[config.mk]
export PLATFORM = sky130hd
export DESIGN_NAME = factorial_engine_flat
export DESIGN_NICKNAME = d
export VERILOG_FILES = /design/src/rtl/factorial_engine_if.sv /design/src/rtl/factorial_engine.sv /design/src/flat_wrapper.sv
export SDC_FILE = /design/constraint.sdc
export NUM_CORES = 1
export LEC_CHECK = 0
export ABC_AREA = 1
export CELL_PAD_IN_SITES_DETAIL_PLACEMENT = 2
export CELL_PAD_IN_SITES_GLOBAL_PLACEMENT = 2
export CORE_AREA = 2 2 160 162
export CTS_CLUSTER_SIZE = 40
export DETAILED_ROUTE_END_ITERATION = 10
export DIE_AREA = 0 0 162 164
export HOLD_SLACK_MARGIN = 0.02
export PLACE_DENSITY = 0.78
export SETUP_SLACK_MARGIN = 0.3
export SLEW_MARGIN = 20
export SYNTH_ARGS = -nofsm -noshare
export SYNTH_HDL_FRONTEND = slang
export SYNTH_SLANG_ARGS = --single-unit
export TNS_END_PERCENT = 100
[constraint.sdc]
create_clock -name clk -period 3.6 [get_ports clk]
set_input_delay 0.72 -clock clk [delete_from_list [all_inputs] [get_ports clk]]
set_output_delay 0.72 -clock clk [all_outputs]
set_load 0.02 [all_outputs]
[src/rtl/factorial_engine_if.sv]
// Handshake bundle between a requester and the factorial engine.
//   go     : start request from the requester
//   n      : operand, sampled when go is accepted
//   busy   : engine is running a computation
//   done   : one-cycle completion strobe
//   err    : operand exceeded the largest representable factorial
//   result : n! of the last completed run (0 on error)
interface factorial_engine_if #(
    parameter int unsigned WIDTH  = 32,
    parameter int unsigned NWIDTH = 4
);
    logic              go;
    logic [NWIDTH-1:0] n;
    logic              busy;
    logic              done;
    logic              err;
    logic [WIDTH-1:0]  result;

    modport master (
        output go,
        output n,
        input  busy,
        input  done,
        input  err,
        input  result
    );

    modport slave (
        input  go,
        input  n,
        output busy,
        output done,
        output err,
        output result
    );
endinterface

[src/rtl/factorial_engine.sv]
// Iterative unsigned factorial unit. On an accepted go it captures n and
// computes n! by repeated multiply/decrement, then presents result together
// with a one-cycle done strobe so a downstream load-enable register captures
// each answer exactly once.
//   clk : clock, all state updates on the rising edge
//   rst : synchronous, active-high reset
//   bus : slave side of factorial_engine_if (go/n in; busy/done/err/result out)
module factorial_engine #(
    parameter int unsigned WIDTH  = 32,
    parameter int unsigned NWIDTH = 4,
    parameter int unsigned MAXN   = 12
) (
    input  logic                 clk,
    input  logic                 rst,
    factorial_engine_if.slave    bus
);

    typedef enum logic [1:0] {
        IDLE  = 2'd0,
        CHECK = 2'd1,
        MULT  = 2'd2,
        FIN   = 2'd3
    } state_t;

    state_t            state, state_nxt;
    logic [NWIDTH-1:0] cnt, cnt_nxt;
    logic [WIDTH-1:0]  prod, prod_nxt;
    logic [WIDTH-1:0]  result, result_nxt;
    logic              err, err_nxt;
    logic              busy, busy_nxt;
    logic              done, done_nxt;

    // Next-state and datapath decode.
    always_comb begin
        state_nxt  = state;
        cnt_nxt    = cnt;
        prod_nxt   = prod;
        result_nxt = result;
        err_nxt    = err;

        case (state)
            IDLE: begin
                if (bus.go) begin
                    cnt_nxt   = bus.n;
                    prod_nxt  = WIDTH'(1);
                    err_nxt   = 1'b0;
                    state_nxt = CHECK;
                end
            end
            CHECK: begin
                // cnt still holds the untouched captured operand here.
                if (32'(cnt) > MAXN) begin
                    result_nxt = '0;
                    err_nxt    = 1'b1;
                    state_nxt  = FIN;
                end else begin
                    state_nxt  = MULT;
                end
            end
            MULT: begin
                if (cnt > NWIDTH'(1)) begin
                    // Low WIDTH bits only; cannot overflow for cnt <= MAXN.
                    prod_nxt = prod * WIDTH'(cnt);
                    cnt_nxt  = cnt - NWIDTH'(1);
                end else begin
                    result_nxt = prod;
                    state_nxt  = FIN;
                end
            end
            FIN: begin
                state_nxt = IDLE;
            end
            default: begin
                state_nxt = IDLE;
            end
        endcase

        // Status flags are registered decodes of the state being entered.
        busy_nxt = (state_nxt != IDLE);
        done_nxt = (state_nxt == FIN);
    end

    // State and datapath registers.
    always_ff @(posedge clk) begin
        if (rst) begin
            state  <= IDLE;
            cnt    <= '0;
            prod   <= '0;
            result <= '0;
            err    <= 1'b0;
            busy   <= 1'b0;
            done   <= 1'b0;
        end else begin
            state  <= state_nxt;
            cnt    <= cnt_nxt;
            prod   <= prod_nxt;
            result <= result_nxt;
            err    <= err_nxt;
            busy   <= busy_nxt;
            done   <= done_nxt;
        end
    end

    assign bus.busy   = busy;
    assign bus.done   = done;
    assign bus.err    = err;
    assign bus.result = result;

endmodule

[src/flat_wrapper.sv]
// flat-port wrapper written by rule: the top's interface ports become plain ports
module factorial_engine_flat 
#(
    parameter int unsigned WIDTH  = 32,
    parameter int unsigned NWIDTH = 4,
    parameter int unsigned MAXN   = 12
)
  (clk, rst, bus_go, bus_n, bus_busy, bus_done, bus_err, bus_result);
  factorial_engine_if #(.WIDTH(WIDTH), .NWIDTH(NWIDTH)) bus_i ();
  input  logic clk;
  input  logic rst;
  input wire logic [$bits(bus_i.go)-1:0] bus_go;
  input wire logic [$bits(bus_i.n)-1:0] bus_n;
  output wire logic [$bits(bus_i.busy)-1:0] bus_busy;
  output wire logic [$bits(bus_i.done)-1:0] bus_done;
  output wire logic [$bits(bus_i.err)-1:0] bus_err;
  output wire logic [$bits(bus_i.result)-1:0] bus_result;
  assign bus_i.go = bus_go;
  assign bus_i.n = bus_n;
  assign bus_busy = bus_i.busy;
  assign bus_done = bus_i.done;
  assign bus_err = bus_i.err;
  assign bus_result = bus_i.result;
  factorial_engine #(.WIDTH(WIDTH), .NWIDTH(NWIDTH), .MAXN(MAXN)) u_core (.clk(clk), .rst(rst), .bus(bus_i));
endmodule
======== Word level (Yosys, flattened, before mapping) ========
Cells that the tools add are included.
word-level totals
  register bits after elaboration ......... 73
  output and inout bits ................... 35
operators by class
  $add $sub $neg .......................... 1
  multipliers ............................. 1
  $lt $le $gt $ge ......................... 2
  eq/ne operators ......................... 8
  muxes and demuxes ....................... 16
  reduce and logical (&&, ||, !) cells .... 8
operators by type and width
  operator                                                                          number
  32-bit 2-to-1 mux                                                                 4
  32-bit one-hot mux with 2 select lines                                            2
  32-bit by 4-bit multiplier with 32-bit output                                     1
  3-bit AND reduction                                                               3
  4-bit 2-to-1 mux                                                                  2
  2-bit one-hot mux with 4 select lines                                             1
  4-bit one-hot mux with 2 select lines                                             1
  2-bit nonzero test                                                                4
  2-bit == test (second input constant)                                             3
  4-bit by 1-bit greater-than comparator with 1-bit output (second input constant)  1
  4-bit greater-than comparator (second input constant)                             1
  2-bit 2-to-1 mux                                                                  2
  2-bit by 1-bit != test with 1-bit output (second input constant)                  2
  2-bit != test (second input constant)                                             2
  4-bit by 1-bit subtractor with 4-bit output (second input constant)               1
  1-bit 2-to-1 mux                                                                  3
  2-bit by 1-bit == test with 1-bit output (second input constant)                  1
  2-bit zero test                                                                   1
  1-bit one-hot mux with 2 select lines                                             1

======== Depth between registers and ports, before layout ========
  depth in word-level cells ............... 4
  depth in mapped cells ................... 20
  mapped depth without buffers ............ 18

======== Worst setup path before layout ========
OpenSTA, ideal clock, no wires.
  path kind ............................... flip-flop to flip-flop
  start point ............................. register u_core.cnt[3]
  end point ............................... register u_core.prod[30]
  setup time .............................. 0.070 ns
  data arrival time ....................... 3.453 ns
  required time ........................... 3.530 ns
  slack ................................... 0.076 ns
  cell stages (with the launch flop) ...... 17
  period minus slack after synthesis ...... 3.524 ns
  cell sequence ........................... dfxtp_1 > clkbuf_1 > clkbuf_1 > nand2_1 > fa_1 > fa_1 > inv_1 > fa_1 > nand3_1 > nand3_1 > nand3_1 > nand3_1 > nand2_1 > nand2_1 > nand2_1 > nand3_1 > a21oi_1
between the ends
  word-level cells in the longest chain between the ends .. 3
  elaborated cells on any way between the ends .. 6
  those cells by class .................... mul (1); order compare (1); eq/ne (1); mux (2); reduce/logical (1)
RTL lines
  what                                                                                                                              line                                            text
  start: declaration                                                                                                                factorial_engine.sv:26                          logic [NWIDTH-1:0] cnt, cnt_nxt;
  start signal: assignment                                                                                                          factorial_engine.sv:95                          cnt <= cnt_nxt;
  32-bit by 4-bit multiplier with 32-bit output / 4-bit by 1-bit greater-than comparator with 1-bit output (equally long branches)  factorial_engine.sv:63, factorial_engine.sv:61
  32-bit 2-to-1 mux / 2-bit by 1-bit != test with 1-bit output (equally long branches)                                              --
  32-bit one-hot mux with 2 select lines / 3-bit AND reduction (equally long branches)                                              --
  end signal: assignment                                                                                                            factorial_engine.sv:96                          prod <= prod_nxt;
  end: declaration                                                                                                                  factorial_engine.sv:27                          logic [WIDTH-1:0] prod, prod_nxt;
Several ways; a longest one is shown, not always the timed one. The select of a mux whose other input is x is not followed.
A chain may end at the register's enable or synchronous reset.

======== Worst setup path in the final report ========
  start point ............................. register u_core.cnt[3]
  end point ............................... register u_core.prod[9]
The elaborated chain is that of the path after synthesis.

==> results.md <==
* Outcome: complete, but fails checks
* Failing checks: setup timing
* Worst EP required at approximately 3.9 ns
* Synth Register Bits at 73
* First DRT Iteration DRCs at 484
* Synth Cell Area at 7390 um^2
* # fillers at 2814
* Hold depth at 2
* Final hold violations at 0
* WL per Instance at 25.3 um
* Critical Path AT at around 4 ns
* Post-route clock period utilization at 101%
* CTS max path bufs at 2
* Async S/R FF share, synth at 0%
* Vias in the first global route at 8897
* GRT Total Usage at 23.8%
* Vias at approximately 8600
* Final #Nets at ~1400
* Placed Cells at 1569
* RSZ-0062 raised after global routing: yes
* Final min period at 3.63 ns
* Hold Path Class: reg2reg
* Storage element area at 1470 um^2
* Largest fanout on the critical path at 7
* Die Footprint at 26600 um^2
* Synth top area share at between 10% and 20%
* Starting Density at 29.8%
* CTS root buf: clkbuf_16
* Worst-path clk slew at about 0.07 ns
* First-pass GRT wire length at 48700 um
* Layout cells sized above 1 at between 30 and 40%
* TritonCTS Buffers at 9
* Dpl hpwl at 21900 um
* Maximum vdd drop at 0.000306 V
* Peak Freq at 275 MHz
* Worst hold slack at 0.472 ns
* Syn_area_per_cell at 6.16 um^2
* CTS sink count at 73
* H-Tree Level Count at 3
* Worst Reg2Reg Path Length in Cells at 15
* Area Growth Syn to Fin at 43.0%
* Drc violations at 0
* Number of synthesized flops with an enable pin at 0
* Register-to-register setup slack at -0.03 ns
* Synth cell types at 34
* Endpoints failing setup at 2
* Max-cap violations at 0
* Area of the multi-input gates at 5940 um^2
* Initial antenna violation count at 0
* Register area share after synthesis at 19.8%
* Setup Skew at 0.0161 ns
* Critical path class: reg2reg
* Top Ports at between 40 and 50
* Final core occ at 42.6%
* Buffers on Ports at 41
* CP endpoint kind: flop
* Grt ovf at 0
* Setup WS post-layout at -0.0323 ns
* Startpoint Class: flop
* P_leak at 0.00573 uW
* Non-Filler Instances at 1633
* Final WL at around 41000 um
* Mapped Cells at 1200
* Core area at between 20000 and 25000 um^2
* Total iterations of the first detailed-routing run at 5
* Worst slew margin at approximately 32%
* Worst slew pin tran at 1.02 ns
* Syn Nets at 1301
* Die Span Y at approximately 160 um
* Clock Latency Late Sink at approximately 0.38 ns
* Vias per cell at 5.27
* Die X at 162 um
* Cell Rows at 58
* Area leader, netlist: nand2_1
* YS warnings at 0
* Main synth FF type: dfxtp_1
* Largest net degree at the start of global routing at 39
* Final Max Tran Viols at 0
* Gpl congestion at 0.863
* Synth area leaders: nand2_1, dfxtp_1, inv_1, fa_1, ha_1
* Ant. Diodes at 0
* Final ANT Viol Nets at 0
* CTS tree: done
* P per Cell Area at about 330 nW/um^2
-- metal layers --
| metal | GRT usage [%] | up-vias | share of wire [%] | wire (um) |
|---|---|---|---|---|
| met5 | 0 | - | 0 | 0 |
| met4 | 8.97 | 0 | 5.3 | 2190 |
| met3 | 2.70 | 144 | 3.3 | 1380 |
| met2 | 44.3 | 246 | 52 | 21500 |
| met1 | 27.9 | 4455 | 39 | 16300 |
| li1 | - | 3763 | - | - |
-- cells in the final DEF, fill, tap and decap left out, types with 3 or more instances in the layout --
master,instances
buf_4,71
ha_4,28
inv_4,7
nand3_4,5
nor2_2,8
a21boi_0,7
inv_2,56
nor2_1,19
ha_1,9
buf_6,6
o21ai_0,9
a21oi_4,6
nand2_2,63
nand4_1,10
fa_1,56
nor2_4,16
nor3_1,4
bufinv_16,3
clkbuf_16,10
inv_1,246
a21oi_1,66
nand2_8,3
nand2_4,39
buf_12,6
nand2_1,286
nand3_2,21
nand3_1,62
clkdlybuf4s50_1,40
nor3_4,6
dfxtp_1,70
o21ai_1,11
nand3b_1,4
a21oi_2,16
-- synthesized netlist by cell type (4+ instances only) --
master and n:
a21boi_0 8, dfxtp_1 73, o21ai_1 9, clkbuf_1 29, o21ai_0 12, nand2_1 390, a21oi_1 88, and2_1 4
inv_1 309, nand3_1 88, nand3b_1 4, buf_2 4, nand4_1 10, nor2_1 43, fa_1 57, ha_1 37
nor3_1 10
-- kinds of logic (layout without fill, tap and decap cells) --
group	count (synthesis)	count (layout)	synth area share, %
AOI/OAI and AO/OA	125	125	9.04
xor gates and xnor gates	3	3	0.356
adders and majority gates	94	94	21.7
buffers and inverters	351	454	18.3
DFF	73	73	19.8
and+or+nand+nor	554	554	30.8
-- per-stage QoR --
stage,setup slack (ns),area (um^2),power (uW),TNS [ns]
floorplan,0.291,7390,1550,0
global placement,-0.130,8380,1920,-0.130
detailed placement,-0.263,8380,1950,-0.397
CTS,0.207,9420,3220,0
global route,-0.174,10600,3550,-0.375
finish,-0.0323,10600,3450,-0.0521
-- repair_timing --
item | in CTS | in global routing
hold buffers | 0 | 0
resized for setup | 122 | 274
pin swaps | 34 | 139
buffers inserted | 14 | 31
setup endpoints to repair | 25 | 26
cloned | 2 | 1
-- final cells by class --
cell class	instances	area share (%)
inverter	311	11.3
sequential	73	13.9
timing repair buffer	127	11.4
clock inverter	6	1.09
tap	330	3.91
multi-input combinational	776	56.2
clock buffer	10	2.17
-- critical path, cell delays in order (launching register included) --
cell,delay (ns)
dfxtp_4,0.42
buf_16,0.18
nand2_1,0.09
inv_1,0.08
fa_1,0.55
inv_2,0.05
fa_1,0.57
inv_2,0.06
ha_4,0.28
nand2_2,0.10
nand3_2,0.16
nand2_1,0.16
nand3_2,0.16
a21boi_0,0.27
o21ai_1,0.17
a21oi_1,0.23
-- state kept, by name, indices dropped and copies added (netlist names) --
| register | flops |
|---|---|
| u_core.bus.busy | 1 |
| u_core.bus.done | 1 |
| u_core.bus.result | 32 |
| u_core.state | 2 |
| u_core.bus.err | 1 |
| u_core.prod | 32 |
| u_core.cnt | 4 |
-- final timing paths --
path | from | end
worst max-delay path | u_core.cnt[3] | u_core.prod[9]
worst min-delay path | u_core.bus.result[6] | u_core.bus.result[6]
worst max register to register | u_core.cnt[3] | u_core.prod[9]
worst min register to register | u_core.bus.result[6] | u_core.bus.result[6]
-- power breakdown --
| group | total, uW | internal (uW) | leakage, uW | switching [uW] |
|---|---|---|---|---|
| clock network | 1150 | 683 | 0.000163 | 471 |
| registers | 940 | 864 | 0.000592 | 76.2 |
| logic | 1350 | 408 | 0.00497 | 946 |
Note: power is estimated with default switching activity, not from simulation.
